## src/rtl/hpdcache_sram_ecc_scrub_ctrl.sv

```systemverilog
// ECC scrub controller: tracks SRAM reads, requests corrected writebacks on
// correctable errors, and keeps error counters, a first-error log and an irq.
module hpdcache_sram_ecc_scrub_ctrl #(
    parameter int unsigned ADDR_SIZE = 6,
    parameter int unsigned DATA_SIZE = 64,
    parameter int unsigned NDATA     = 1,
    parameter int unsigned CNT_WIDTH = 16
) (
    input  logic                         clk,
    input  logic                         rst,
    input  logic                         sram_cs_i,
    input  logic                         sram_we_i,
    input  logic [ADDR_SIZE-1:0]         sram_addr_i,
    input  logic [NDATA*DATA_SIZE-1:0]   rdata_i,
    input  logic [NDATA-1:0]             err_cor_i,
    input  logic [NDATA-1:0]             err_unc_i,
    output logic                         wb_req_o,
    input  logic                         wb_gnt_i,
    output logic [ADDR_SIZE-1:0]         wb_addr_o,
    output logic [NDATA*DATA_SIZE-1:0]   wb_data_o,
    output logic [NDATA*DATA_SIZE-1:0]   wb_wmask_o,
    input  logic                         clear_i,
    output logic [CNT_WIDTH-1:0]         cor_cnt_o,
    output logic [CNT_WIDTH-1:0]         unc_cnt_o,
    output logic                         log_valid_o,
    output logic                         log_unc_o,
    output logic [ADDR_SIZE-1:0]         log_addr_o,
    output logic [NDATA-1:0]             log_wmask_o,
    output logic                         drop_o,
    output logic                         irq_o
);

    typedef enum logic {
        IDLE,
        PEND
    } state_t;

    state_t                       state_q, state_d;
    logic                         rd_v_q, rd_v_d;
    logic [ADDR_SIZE-1:0]         rd_addr_q, rd_addr_d;
    logic [ADDR_SIZE-1:0]         wb_addr_q, wb_addr_d;
    logic [NDATA*DATA_SIZE-1:0]   wb_data_q, wb_data_d;
    logic [NDATA-1:0]             wb_mask_q, wb_mask_d;
    logic [CNT_WIDTH-1:0]         cor_cnt_q, cor_cnt_d;
    logic [CNT_WIDTH-1:0]         unc_cnt_q, unc_cnt_d;
    logic                         log_valid_q, log_valid_d;
    logic                         log_unc_q, log_unc_d;
    logic [ADDR_SIZE-1:0]         log_addr_q, log_addr_d;
    logic [NDATA-1:0]             log_wmask_q, log_wmask_d;
    logic                         drop_q, drop_d;
    logic                         irq_q, irq_d;

    logic unc_ev;
    logic cor_ev;
    logic cancel;

    // Error flags only mean something in the cycle after a tracked read.
    assign unc_ev = rd_v_q & (|err_unc_i);
    assign cor_ev = rd_v_q & (|err_cor_i) & ~unc_ev;
    assign cancel = sram_cs_i & sram_we_i & (sram_addr_i == wb_addr_q);

    always_ff @(posedge clk) begin
        if (rst) begin
            state_q     <= IDLE;
            rd_v_q      <= 1'b0;
            rd_addr_q   <= '0;
            wb_addr_q   <= '0;
            wb_data_q   <= '0;
            wb_mask_q   <= '0;
            cor_cnt_q   <= '0;
            unc_cnt_q   <= '0;
            log_valid_q <= 1'b0;
            log_unc_q   <= 1'b0;
            log_addr_q  <= '0;
            log_wmask_q <= '0;
            drop_q      <= 1'b0;
            irq_q       <= 1'b0;
        end else begin
            state_q     <= state_d;
            rd_v_q      <= rd_v_d;
            rd_addr_q   <= rd_addr_d;
            wb_addr_q   <= wb_addr_d;
            wb_data_q   <= wb_data_d;
            wb_mask_q   <= wb_mask_d;
            cor_cnt_q   <= cor_cnt_d;
            unc_cnt_q   <= unc_cnt_d;
            log_valid_q <= log_valid_d;
            log_unc_q   <= log_unc_d;
            log_addr_q  <= log_addr_d;
            log_wmask_q <= log_wmask_d;
            drop_q      <= drop_d;
            irq_q       <= irq_d;
        end
    end

    always_comb begin
        state_d = state_q;
        case (state_q)
            IDLE: if (cor_ev) state_d = PEND;
            // A write by someone else to our address makes the held data stale.
            PEND: if (wb_gnt_i || cancel) state_d = IDLE;
            default: state_d = IDLE;
        endcase
    end

    always_comb begin
        wb_req_o   = (state_q == PEND);
        wb_addr_o  = wb_addr_q;
        wb_data_o  = wb_data_q;
        wb_wmask_o = '0;
        for (int unsigned i = 0; i < NDATA; i++) begin
            wb_wmask_o[i*DATA_SIZE +: DATA_SIZE] = {DATA_SIZE{wb_mask_q[i]}};
        end
        cor_cnt_o   = cor_cnt_q;
        unc_cnt_o   = unc_cnt_q;
        log_valid_o = log_valid_q;
        log_unc_o   = log_unc_q;
        log_addr_o  = log_addr_q;
        log_wmask_o = log_wmask_q;
        drop_o      = drop_q;
        irq_o       = irq_q;
    end

    always_comb begin
        rd_v_d    = sram_cs_i & ~sram_we_i;
        rd_addr_d = sram_addr_i;
        wb_addr_d = wb_addr_q;
        wb_data_d = wb_data_q;
        wb_mask_d = wb_mask_q;
        if (state_q == IDLE && cor_ev) begin
            wb_addr_d = rd_addr_q;
            wb_data_d = rdata_i;
            wb_mask_d = err_cor_i;
        end

        cor_cnt_d   = cor_cnt_q;
        unc_cnt_d   = unc_cnt_q;
        log_valid_d = log_valid_q;
        log_unc_d   = log_unc_q;
        log_addr_d  = log_addr_q;
        log_wmask_d = log_wmask_q;
        drop_d      = drop_q;
        irq_d       = irq_q;
        if (clear_i) begin
            cor_cnt_d   = '0;
            unc_cnt_d   = '0;
            log_valid_d = 1'b0;
            log_unc_d   = 1'b0;
            log_addr_d  = '0;
            log_wmask_d = '0;
            drop_d      = 1'b0;
            irq_d       = 1'b0;
        end else begin
            if (cor_ev && cor_cnt_q != '1) cor_cnt_d = cor_cnt_q + 1'b1;
            if (unc_ev && unc_cnt_q != '1) unc_cnt_d = unc_cnt_q + 1'b1;
            if (cor_ev && state_q == PEND) drop_d = 1'b1;
            if (unc_ev) irq_d = 1'b1;
            // First event locks the log; an unc may upgrade a cor entry exactly once.
            if ((cor_ev || unc_ev) && (!log_valid_q || (!log_unc_q && unc_ev))) begin
                log_valid_d = 1'b1;
                log_unc_d   = unc_ev;
                log_addr_d  = rd_addr_q;
                log_wmask_d = err_cor_i | err_unc_i;
            end
        end
    end

endmodule

```

## config.mk

```make
export PLATFORM = sky130hd
export DESIGN_NAME = hpdcache_sram_ecc_scrub_ctrl
export DESIGN_NICKNAME = d
export VERILOG_FILES = /design/src/rtl/hpdcache_sram_ecc_scrub_ctrl.sv
export SDC_FILE = /design/constraint.sdc
export NUM_CORES = 1
export LEC_CHECK = 0
export ABC_AREA = 1
export BUFFER_PORTS_ARGS = -buffer_cell sky130_fd_sc_hd__buf_2
export CAP_MARGIN = 10
export CORE_AREA = 2 2 128 93
export DETAILED_ROUTE_END_ITERATION = 10
export DIE_AREA = 0 0 130 95
export GPL_ROUTABILITY_DRIVEN = 0
export PLACE_DENSITY = 0.86
export REMOVE_ABC_BUFFERS = 1
export SLEW_MARGIN = 20
export SYNTH_ARGS = -nofsm -noshare
export SYNTH_HDL_FRONTEND = slang
export SYNTH_SLANG_ARGS = --single-unit
export TNS_END_PERCENT = 50
```

## constraint.sdc

```tcl
create_clock -name clk -period 4.1 [get_ports clk]
set_input_delay 0.41 -clock clk [delete_from_list [all_inputs] [get_ports clk]]
set_output_delay 0.41 -clock clk [all_outputs]
set_load 0.01 [all_outputs]
```

# After elaboration in Yosys (flattened, before gate mapping)
# Cells that the tools add are included.
# word_totals
romBits	0
inputBits	78
ram_bits	0
register_bits	122
elab_cells	44
latchBits	0
n_memories	0
# op_classes
n_reduce_logical	12
shift	0
magnitude_cmp	0
n_addsub	2
mux	3
n_div	0
eq_ne	3
mul	0
n_bitwise	10
# op_table
op	count
$add 16x1->16 const B	2
$ne 16x16->1 const B	2
$and 1x1->1	6
$eq 6x6->1	1
$logic_and 1x1->1	6
$logic_or 1x1->1	3
$not 1->1	3
$logic_not 1->1	2
$mux 1	2
$pmux 1 s2	1
$reduce_or 2->1	1
$or 1x1->1	1

# Longest topological paths before layout
# logic_depth
depth_word	5
mapped_depth	9
mapped_depth_nobuf	9

# Least setup slack after synthesis
# No wires, ideal clock.
# synth_path
path_kind	register -> output
from	register wb_mask_q
to	output port wb_wmask_o[0]
slack_ns	2.082
stages_incl_launch_ff	2
n_path_buf	1
arrival_ns	1.608
required_time_ns	3.690
cell_sequence	dfxtp_1 buf_4
# synth_lines
item	line_no	source
from (decl)	43	logic [NDATA-1:0] wb_mask_q, wb_mask_d;
from (signal assigned)	84	wb_mask_q <= wb_mask_d;
to (decl)	21	output logic [NDATA*DATA_SIZE-1:0] wb_wmask_o,
# No word-level cell between the ends.

# Worst setup path after layout
# layout_path
from	register wb_mask_q
to	output port wb_wmask_o[34]
# No word-level cell between the ends.

==> impl_metrics.env <==
export IMPL_synthAdderAreaFrac_pct=0.453
export IMPL_synthDistinctLibCells=26
export IMPL_grt_overflow_total=0
export IMPL_yosysMostFrequentCell="nor2_1"
export IMPL_synth_area_leaders="dfxtp_1 (44%), nor2_1 (13%), buf_4 (9.0%), nand2_1 (7.7%), o21ai_0 (7.5%)"
export IMPL_relSlewSlack_pct=37.5
export IMPL_grt_setup_unrepaired="no"
export IMPL_h_tree_depth=4
export IMPL_portBuffers=255
export IMPL_wl_per_cell_um=12.7
export IMPL_wirelength_um=14100
export IMPL_ant_nets=0
export IMPL_synth_edf_count=0
export IMPL_core_mm2=0.0113
export IMPL_postSynthAreaPerCell_um2=7.30
export IMPL_slew_viol_final=0
export IMPL_finalNetCount=1020
export IMPL_cts_tree="done"
export IMPL_finalCoreUtilization_pct=61.8
export IMPL_antenna_found_initial=0
export IMPL_period_needed_ns=1.86
export IMPL_cp_max_fo=59
export IMPL_grt_pass1_wl_um=21200
export IMPL_fin_crit_sh_pct=45.3
export IMPL_hpwl_um=10000
export IMPL_clock_path_buffers=2
export IMPL_start_kind="register"
export IMPL_die_area_mm2=0.0124
export IMPL_hold_class="input port to register"
export IMPL_drt_iter0_markers=277
export IMPL_pin_count=256
export IMPL_cap_violations=0
export IMPL_r2r_slack_ns=2.27
export IMPL_reg2regPathDepth=6
export IMPL_fp_dieW_um=130
export IMPL_cp_arrival_ns=1.45
export IMPL_synth_seq_cells=122
export IMPL_yosysTopAreaCell="dfxtp_1"
export IMPL_worstPathCellList="buf_4 -> buf_2"
export IMPL_post_cts_buffers=0
export IMPL_syn_cell_area_mm2=0.00552
export IMPL_worstMarginPinSlew_ns=0.936
export IMPL_p_total_w=0.00286
export IMPL_cts_resized=0
export IMPL_cp_required_ns=3.69
export IMPL_dr_pass1_iters=5
export IMPL_via_per_inst=4.71
export IMPL_grt_total_usage_pct=22.0
export IMPL_synth_top_family_by_area="simple AND/OR/NAND/NOR gates"
export IMPL_cts_inserted_buffers=17
export IMPL_clk_pin_slew_ns=0.05
export IMPL_antenna_cells=0
export IMPL_holdBufCountCts=0
export IMPL_power_density_mw_per_mm2=411
export IMPL_endpoint_kind="output pin"
export IMPL_yosysTopAreaCellShare_pct=44.2
export IMPL_vdd_drop_max_uv=248
export IMPL_grtUsageMet2_pct=35.1
export IMPL_use_met1_pct=28.9
export IMPL_r2r_start="rd_v_q"
export IMPL_setup_viol=0
export IMPL_grt_pass1_vias=4387
export IMPL_hold_viol_final=0
export IMPL_grtUsageMet3_pct=5.84
export IMPL_hold_depth=2
export IMPL_clock_root_buffer="clkbuf_16"
export IMPL_whs_endpoint="rd_v_q"
export IMPL_synth_common_cells="nor2_1 (197), dfxtp_1 (122), nand2_1 (113)"
export IMPL_synth_xor_area_share_pct=2.22
export IMPL_cpMaxStageDelayCell="dfxtp_1"
export IMPL_r2r_end="wb_data_o[17]"
export IMPL_rows=33
export IMPL_netlist_instances=757
export IMPL_dieHeight_um=95
export IMPL_cts_sinks=122
export IMPL_power_leakage_nw=3.36
export IMPL_ys_flop_type="dfxtp_1"
export IMPL_skew_ns=0.00995
export IMPL_synth_compound_area_share_pct=11.6
export IMPL_ys_seq_area_share_pct=44.2
export IMPL_clk_latency_ns=0.40
export IMPL_yosysWarnings=0
export IMPL_max_stage_delay_ns=0.42
export IMPL_synth_simple_area_share_pct=26.7
export IMPL_syn2layout_area_growth_pct=26.1
export IMPL_fmax_mhz=538
export IMPL_synth_mux_area_share_pct=0
export IMPL_crit_type="register to output pin"
export IMPL_drive_above_1_share_pct=33.4
export IMPL_drc=0
export IMPL_hold_start="sram_we_i"
export IMPL_grt_max_degree=75
export IMPL_start_util_pct=49.0
export IMPL_synth_async_reset_ratio_pct=0
export IMPL_status="completed"
export IMPL_gr_max_usage_layer="met2"
export IMPL_dr_total_vias=5227
[layout make-up]
cell class,count,area [µm²]
clock buffer,17,425
clock inverter,15,168
fill,1025,4310
timing repair buffer,259,1310
tap,157,196
inverter,42,159
multi-input combinational,498,2270
sequential,122,2440
[flip-flops by register name (all words and copies together) (netlist names), 6 cells and up]
register    count
cor_cnt_o      16
wb_addr_o       6
rd_addr_q       6
log_addr_o      6
unc_cnt_o      16
wb_data_o      64
[through the flow]
step                hold slack (ns)  instance area, µm²  std cells  setup slack (ns)  TNS [ns]
floorplan                     0.471                4860        662            -0.714    -46.37
finish                        0.195                6960       1110              2.24         0
global route                  0.198                6960       1110              2.08         0
CTS                           0.183                6960       1110              2.19         0
detailed placement            0.458                6370       1078              2.10         0
global placement              0.444                6370       1078              2.16         0
[cell families after synthesis]
kind of cell / Yosys count
xor+xnor: 14
buf+inv: 137
fa+ha+maj: 2
simple gates: 361
flops: 122
compound gates: 121
[layout by cell type (no fill, tap or decap), drive strengths merged]
master / count
clkbuf: 17
bufinv: 2
o21ai: 85
ha: 2
nand4: 12
o21a: 1
xor2: 7
a21oi: 33
clkinvlp: 2
buf: 259
nor3: 1
nand3: 21
o22ai: 1
dfxtp: 122
xnor2: 7
clkinv: 10
o21bai: 1
inv: 43
nor2: 209
nand2: 118
[power breakdown]
group	internal, W	total [W]	switching, W
combinational	0.0000725	0.000174	0.000102
clock	0.000905	0.00147	0.000566
sequential	0.00121	0.00122	0.0000112
total	0.00218	0.00286	0.000679
[worst max path at each step]
stage / end / cells past startpoint / start / slack (ns)
after detailed placement: wb_data_o[16] / 7 / err_cor_i / 2.10
after global placement: wb_data_o[51] / 7 / err_cor_i / 2.16
after floorplan: wb_wmask_o[0] / 0 / wb_mask_q / -0.71
after global routing: wb_data_o[39] / 6 / rd_v_q / 2.08
after CTS: wb_wmask_o[34] / 2 / wb_mask_q / 2.19
final: wb_wmask_o[34] / 2 / wb_mask_q / 2.24
[critical path: cells and delay by family (launching register included)]
family | cells | cell delay (ns)
DFF | 1 | 0.42
buffers and inverters | 2 | 0.61
[per-layer routing]
layer	part of all wire, %	vias to the layer above
li1	-	2706
met1	45	2321
met2	46	177
met3	7.1	23
met4	1.5	0
met5	0	-
Power figures use the tool's default switching activity.
